### config.mk
export PLATFORM = sky130hd
export DESIGN_NAME = conv_tap_sequencer
export DESIGN_NICKNAME = d
export VERILOG_FILES = /design/src/rtl/conv_tap_sequencer.sv
export SDC_FILE = /design/constraint.sdc
export NUM_CORES = 1
export LEC_CHECK = 0
export CORE_MARGIN = 5
export CORE_UTILIZATION = 40
export DETAILED_ROUTE_END_ITERATION = 12
export HOLD_SLACK_MARGIN = 0.12
export PLACE_DENSITY = 0.61
export REMOVE_ABC_BUFFERS = 1
export SYNTH_ARGS = -nofsm -noshare
export SYNTH_HDL_FRONTEND = slang
export SYNTH_SLANG_ARGS = --single-unit
### constraint.sdc
create_clock -name Clk -period 11.35 [get_ports Clk]
set_clock_uncertainty 0.1 [all_clocks]
set_input_delay 2.27 -clock Clk [delete_from_list [all_inputs] [get_ports Clk]]
set_output_delay 2.27 -clock Clk [all_outputs]
set_load 0.05 [all_outputs]
### src/rtl/conv_tap_sequencer.sv
// Convolution tap sequencer: walks ch/y/x/kr/kc for a 24-bit RGB image and
// emits one MAC tap (image byte address, kernel word address, pad flag) per handshake.
module conv_tap_sequencer (
  input  logic        Clk,
  input  logic        Reset_n,
  input  logic        Start,
  input  logic [31:0] ImageAddress,
  input  logic [31:0] kernelAddress,
  input  logic [15:0] ImageWidth,
  input  logic [15:0] ImageHeight,
  input  logic [3:0]  kernelSize,
  input  logic        TapReady,
  output logic        TapValid,
  output logic [31:0] TapImgAddr,
  output logic [31:0] TapKerAddr,
  output logic        TapPad,
  output logic        AccFirst,
  output logic        AccLast,
  output logic [1:0]  OutCh,
  output logic [15:0] OutX,
  output logic [15:0] OutY,
  output logic        Busy,
  output logic        Done,
  output logic        Err,
  output logic [1:0]  StateDbg
);

  // Handshake: a tap transfers on a rising Clk edge where TapValid && TapReady;
  // TapValid never drops and tap fields never change until that transfer.
  typedef enum logic [1:0] {
    IDLE  = 2'd0,
    SETUP = 2'd1,
    RUN   = 2'd2,
    DONE  = 2'd3
  } state_t;

  state_t state, stateNext;

  logic [31:0] imgBase, kerBase, rowBytes;
  logic [15:0] width, height;
  logic [3:0]  kSize, kCenter;
  logic        errFlag;
  logic [1:0]  ch;
  logic [15:0] x, y;
  logic [3:0]  kr, kc;

  logic        cfgErr, handshake, lastTap;
  logic        kcWrap, krWrap, xWrap, yWrap, chWrap;
  logic [31:0] rowCalc;
  logic signed [17:0] dx, dy;
  logic        pad;
  logic [31:0] imgCalc, kerCalc;

  assign cfgErr    = (width == 16'd0) || (height == 16'd0) || !kSize[0];
  assign handshake = (state == RUN) && TapReady;
  assign kcWrap    = (kc == kSize - 4'd1);
  assign krWrap    = (kr == kSize - 4'd1);
  assign xWrap     = (x == width - 16'd1);
  assign yWrap     = (y == height - 16'd1);
  assign chWrap    = (ch == 2'd2);
  assign lastTap   = chWrap && yWrap && xWrap && krWrap && kcWrap;
  assign rowCalc   = {16'd0, width} * 32'd3 + 32'd3;

  always_ff @(posedge Clk or negedge Reset_n) begin
    if (!Reset_n) begin
      state <= IDLE;
    end else begin
      state <= stateNext;
    end
  end

  always_comb begin
    stateNext = state;
    case (state)
      IDLE:    if (Start) stateNext = SETUP;
      SETUP:   stateNext = cfgErr ? DONE : RUN;
      RUN:     if (handshake && lastTap) stateNext = DONE;
      DONE:    stateNext = IDLE;
      default: stateNext = IDLE;
    endcase
  end

  always_ff @(posedge Clk or negedge Reset_n) begin
    if (!Reset_n) begin
      imgBase  <= '0;
      kerBase  <= '0;
      width    <= '0;
      height   <= '0;
      kSize    <= '0;
      kCenter  <= '0;
      rowBytes <= '0;
      errFlag  <= 1'b0;
      ch       <= '0;
      x        <= '0;
      y        <= '0;
      kr       <= '0;
      kc       <= '0;
    end else begin
      if (state == IDLE && Start) begin
        imgBase <= ImageAddress;
        kerBase <= kernelAddress;
        width   <= ImageWidth;
        height  <= ImageHeight;
        kSize   <= kernelSize;
      end
      if (state == SETUP) begin
        kCenter  <= (kSize - 4'd1) >> 1;
        rowBytes <= rowCalc & ~32'd3;
        errFlag  <= cfgErr;
        ch       <= '0;
        x        <= '0;
        y        <= '0;
        kr       <= '0;
        kc       <= '0;
      end
      // Odometer: each counter wraps and carries only when all inner ones wrap.
      if (handshake) begin
        kc <= kcWrap ? 4'd0 : kc + 4'd1;
        if (kcWrap) kr <= krWrap ? 4'd0 : kr + 4'd1;
        if (kcWrap && krWrap) x <= xWrap ? 16'd0 : x + 16'd1;
        if (kcWrap && krWrap && xWrap) y <= yWrap ? 16'd0 : y + 16'd1;
        if (kcWrap && krWrap && xWrap && yWrap) ch <= chWrap ? 2'd0 : ch + 2'd1;
      end
    end
  end

  always_comb begin
    dx  = $signed({2'b00, x}) + $signed({14'd0, kc}) - $signed({14'd0, kCenter});
    dy  = $signed({2'b00, y}) + $signed({14'd0, kr}) - $signed({14'd0, kCenter});
    pad = dx[17] || dy[17] ||
          (dx >= $signed({2'b00, width})) || (dy >= $signed({2'b00, height}));
    // Only used when pad is clear, so dx/dy are non-negative and fit 16 bits.
    imgCalc = imgBase + {16'd0, dy[15:0]} * rowBytes + {16'd0, dx[15:0]} * 32'd3
            + {30'd0, ch};
    kerCalc = kerBase + {28'd0, kr} * {28'd0, kSize} + {28'd0, kc};
  end

  always_comb begin
    TapValid   = (state == RUN);
    TapPad     = TapValid && pad;
    TapImgAddr = (TapValid && !pad) ? imgCalc : 32'd0;
    TapKerAddr = TapValid ? kerCalc : 32'd0;
    AccFirst   = TapValid && (kr == 4'd0) && (kc == 4'd0);
    AccLast    = TapValid && krWrap && kcWrap;
    OutCh      = TapValid ? ch : 2'd0;
    OutX       = TapValid ? x : 16'd0;
    OutY       = TapValid ? y : 16'd0;
    Busy       = (state != IDLE);
    Done       = (state == DONE);
    Err        = Done && errFlag;
    StateDbg   = state;
  end

endmodule
==> impl_metrics.tcl <==
set metrics [dict create \
    status "finished, violations left" \
    violations "setup timing" \
    fill_cells 5477 \
    area_delta_synth_final_pct 25.6 \
    seq_area_frac_synth_pct 17.2 \
    multiInputGateArea_um2 18600 \
    num_rows 89 \
    yosys.cell_count.top_type "inv_1" \
    track_usage_pct 21.0 \
    core-area_um2 59100 \
    crit_fanout 4 \
    cts_tree "yes" \
    finalNetCount 3724 \
    clk_pin_slew_ns 0.07 \
    crit_type "register to primary output" \
    place_area_um2 28700 \
    cp.arrival_ns 10.51 \
    rsz0062_at_grt "yes" \
    setup_viol 19 \
    synth_area_per_cell_um2 9.04 \
    slowest_delay_ns 0.56 \
    first_global_vias 21084 \
    io_pins 211 \
    layout_setup_ws_ns -1.53 \
    numCtsBuffers 17 \
    gp_congestion 0.890 \
    cts_max_level 4 \
    clock_tree.root_cell "clkbuf_16" \
    clock_latency_ns 0.48 \
    cp-end-kind "primary output" \
    die-width_um 255 \
    hpwl_um 54500 \
    ys_top_cells_by_count "418 x inv_1, 306 x ha_1, 246 x fa_1" \
    final_area_um2 30000 \
    drt_iter0_markers 935 \
    synthDominantCellAreaShare_pct 20.6 \
    ctsHoldBuffers 0 \
    drive_above_1_share_pct 17.1 \
    via_count 19778 \
    syn_inst 2648 \
    maxCapViolCount 0 \
    numPortBuffers 210 \
    diodes 0 \
    ff_latch_area_um2 4100 \
    synthDistinctLibCells 70 \
    synth_edf_count 0 \
    initial_core_util_pct 40.5 \
    die_y_um 255 \
    relSlewSlack_pct 36.3 \
    antenna_found_initial 0 \
    clockBufferDepth 2 \
    worstHoldPathType "register to register" \
    start_kind "register" \
    fmax_mhz 77.6 \
    slowest_stage "fa_1" \
    wire_per_inst_um 17.4 \
    die-area_um2 64800 \
    path_common_cell "fa_1" \
    drtPass1Iterations 5 \
    fin_util_pct 50.8 \
    grt-ovfl-total 0 \
    finalMaxSlewViolations 0 \
    synthTopCellsByArea "fa_1 21%, dfrtp_1 17%, ha_1 16%" \
    grt_max_degree 97 \
    clock-sinks 164 \
    synth_top_area_cell "fa_1" \
    grt_pass1_wl_um 109000 \
    viasPerCell 5.13 \
    post-route-min-period_ns 12.88 \
    yosysWarnings 0 \
    hold_viol_final 0 \
    synth_seq_cells 164 \
    syn_area_um2 23900 \
    finalHoldWorstSlack_ns 0.409 \
    worstMarginPinSlew_ns 0.956 \
    cp.required_ns 8.98 \
    synth_ff_type "dfrtp_1" \
    routed_wl_um 67100 \
    min_period_over_period_pct 113 \
    ant_nets 0 \
    drc 0 \
    synth-async-reset-ratio_pct 100 \
]
==> cell families after synthesis <==
| kind of cell | synth area share [%] |
|---|---|
| simple gates | 16.1 |
| xor+xnor | 6.54 |
| fa+ha+maj | 36.6 |
| compound gates | 10.3 |
| flops | 17.2 |
| buf+inv | 7.61 |
| mux | 5.77 |
==> placed cells by master, fill, tap and decap left out, types with 15 or more instances in the layout <==
| cell | count |
|---|---|
| a21o_1 | 40 |
| a21oi_1 | 79 |
| and2_1 | 190 |
| and3_1 | 27 |
| buf_12 | 19 |
| buf_4 | 245 |
| buf_6 | 15 |
| clkbuf_16 | 18 |
| clkdlybuf4s50_1 | 187 |
| dfrtp_1 | 164 |
| fa_1 | 241 |
| ha_1 | 293 |
| inv_1 | 408 |
| mux2_2 | 112 |
| nand2_1 | 218 |
| nand2b_1 | 18 |
| nand3_1 | 55 |
| nand4_1 | 22 |
| nor2_1 | 115 |
| nor3_1 | 33 |
| o21a_1 | 22 |
| o21ai_0 | 99 |
| o21bai_1 | 20 |
| xnor2_1 | 107 |
| xor2_1 | 60 |
==> final cells by class <==
class	instances	share of cell area, %
clock buffer	22	1.55
clock inverter	10	0.292
inverter	418	5.22
multi-input combinational	2000	61.8
sequential	164	13.7
tap	773	3.22
timing repair buffer	467	14.3
==> critical path: cells and delay by family (launching register included) <==
kind / cells / cell delay [ns]
adders and majority gates: 11 / 4.83
DFF: 1 / 0.37
xor gates and xnor gates: 2 / 0.28
buffers and inverters: 9 / 0.68
and+or+nand+nor: 9 / 1.76
muxes: 1 / 0.17
AOI/OAI and AO/OA: 10 / 1.91
==> registers in the layout (all words and copies together) (netlist names) <==
signal / count
imgBase: 32
kSize: 4
kc: 4
kr: 4
x: 16
errFlag: 1
StateDbg: 2
kCenter: 3
rowBytes: 16
y: 16
ch: 2
height: 16
kerBase: 32
width: 16
==> path summary, 6_finish.rpt <==
kind                                   startpoint                      to  slack, ns  cells after the start
max                                y[2]$_DFF_PN0_          TapImgAddr[30]      -1.53                     42
min                        kerBase[6]$_DFFE_PN0P_  kerBase[6]$_DFFE_PN0P_       0.41                      1
max reg2reg                  kSize[0]$_DFFE_PN0P_          y[9]$_DFF_PN0_       7.20                     12
min reg2reg                kerBase[6]$_DFFE_PN0P_  kerBase[6]$_DFFE_PN0P_       0.41                      1
max in group asynchronous                 Reset_n         y[15]$_DFF_PN0_       7.82                      2
min in group asynchronous                 Reset_n  imgBase[6]$_DFFE_PN0P_       1.80                      1
==> what timing repair did <==
item	in CTS	in global routing
pin swaps	31	61
resized for setup	65	66
setup buffers	8	15
setup endpoints to repair	20	21
==> metrics by stage <==
| step | std cells | worst slack [ns] | TNS, ns |
|---|---|---|---|
| after detailed placement | 3800 | -1.62 | -16.86 |
| after global routing | 3854 | -1.95 | -25.65 |
| after floorplan | 2582 | -1.60 | -17.21 |
| after global placement | 3800 | -1.42 | -14.55 |
| after CTS | 3840 | -1.62 | -19.06 |
| final | 3854 | -1.53 | -18.63 |
==> routing by layer <==
metal  wire (um)  share of wire, %  GRT usage, %  vias up
li1            -                 -             -     9503
met1       28700                43          26.4     9725
met2       32700                49          36.0      441
met3        3200               4.8          3.93      109
met4        2360               3.5          7.80        0
met5           0                 0             0        -
Power is left out: the tool's default activity adds up to more than one toggle a clock period on the data nets, which glitch-free logic cannot reach.
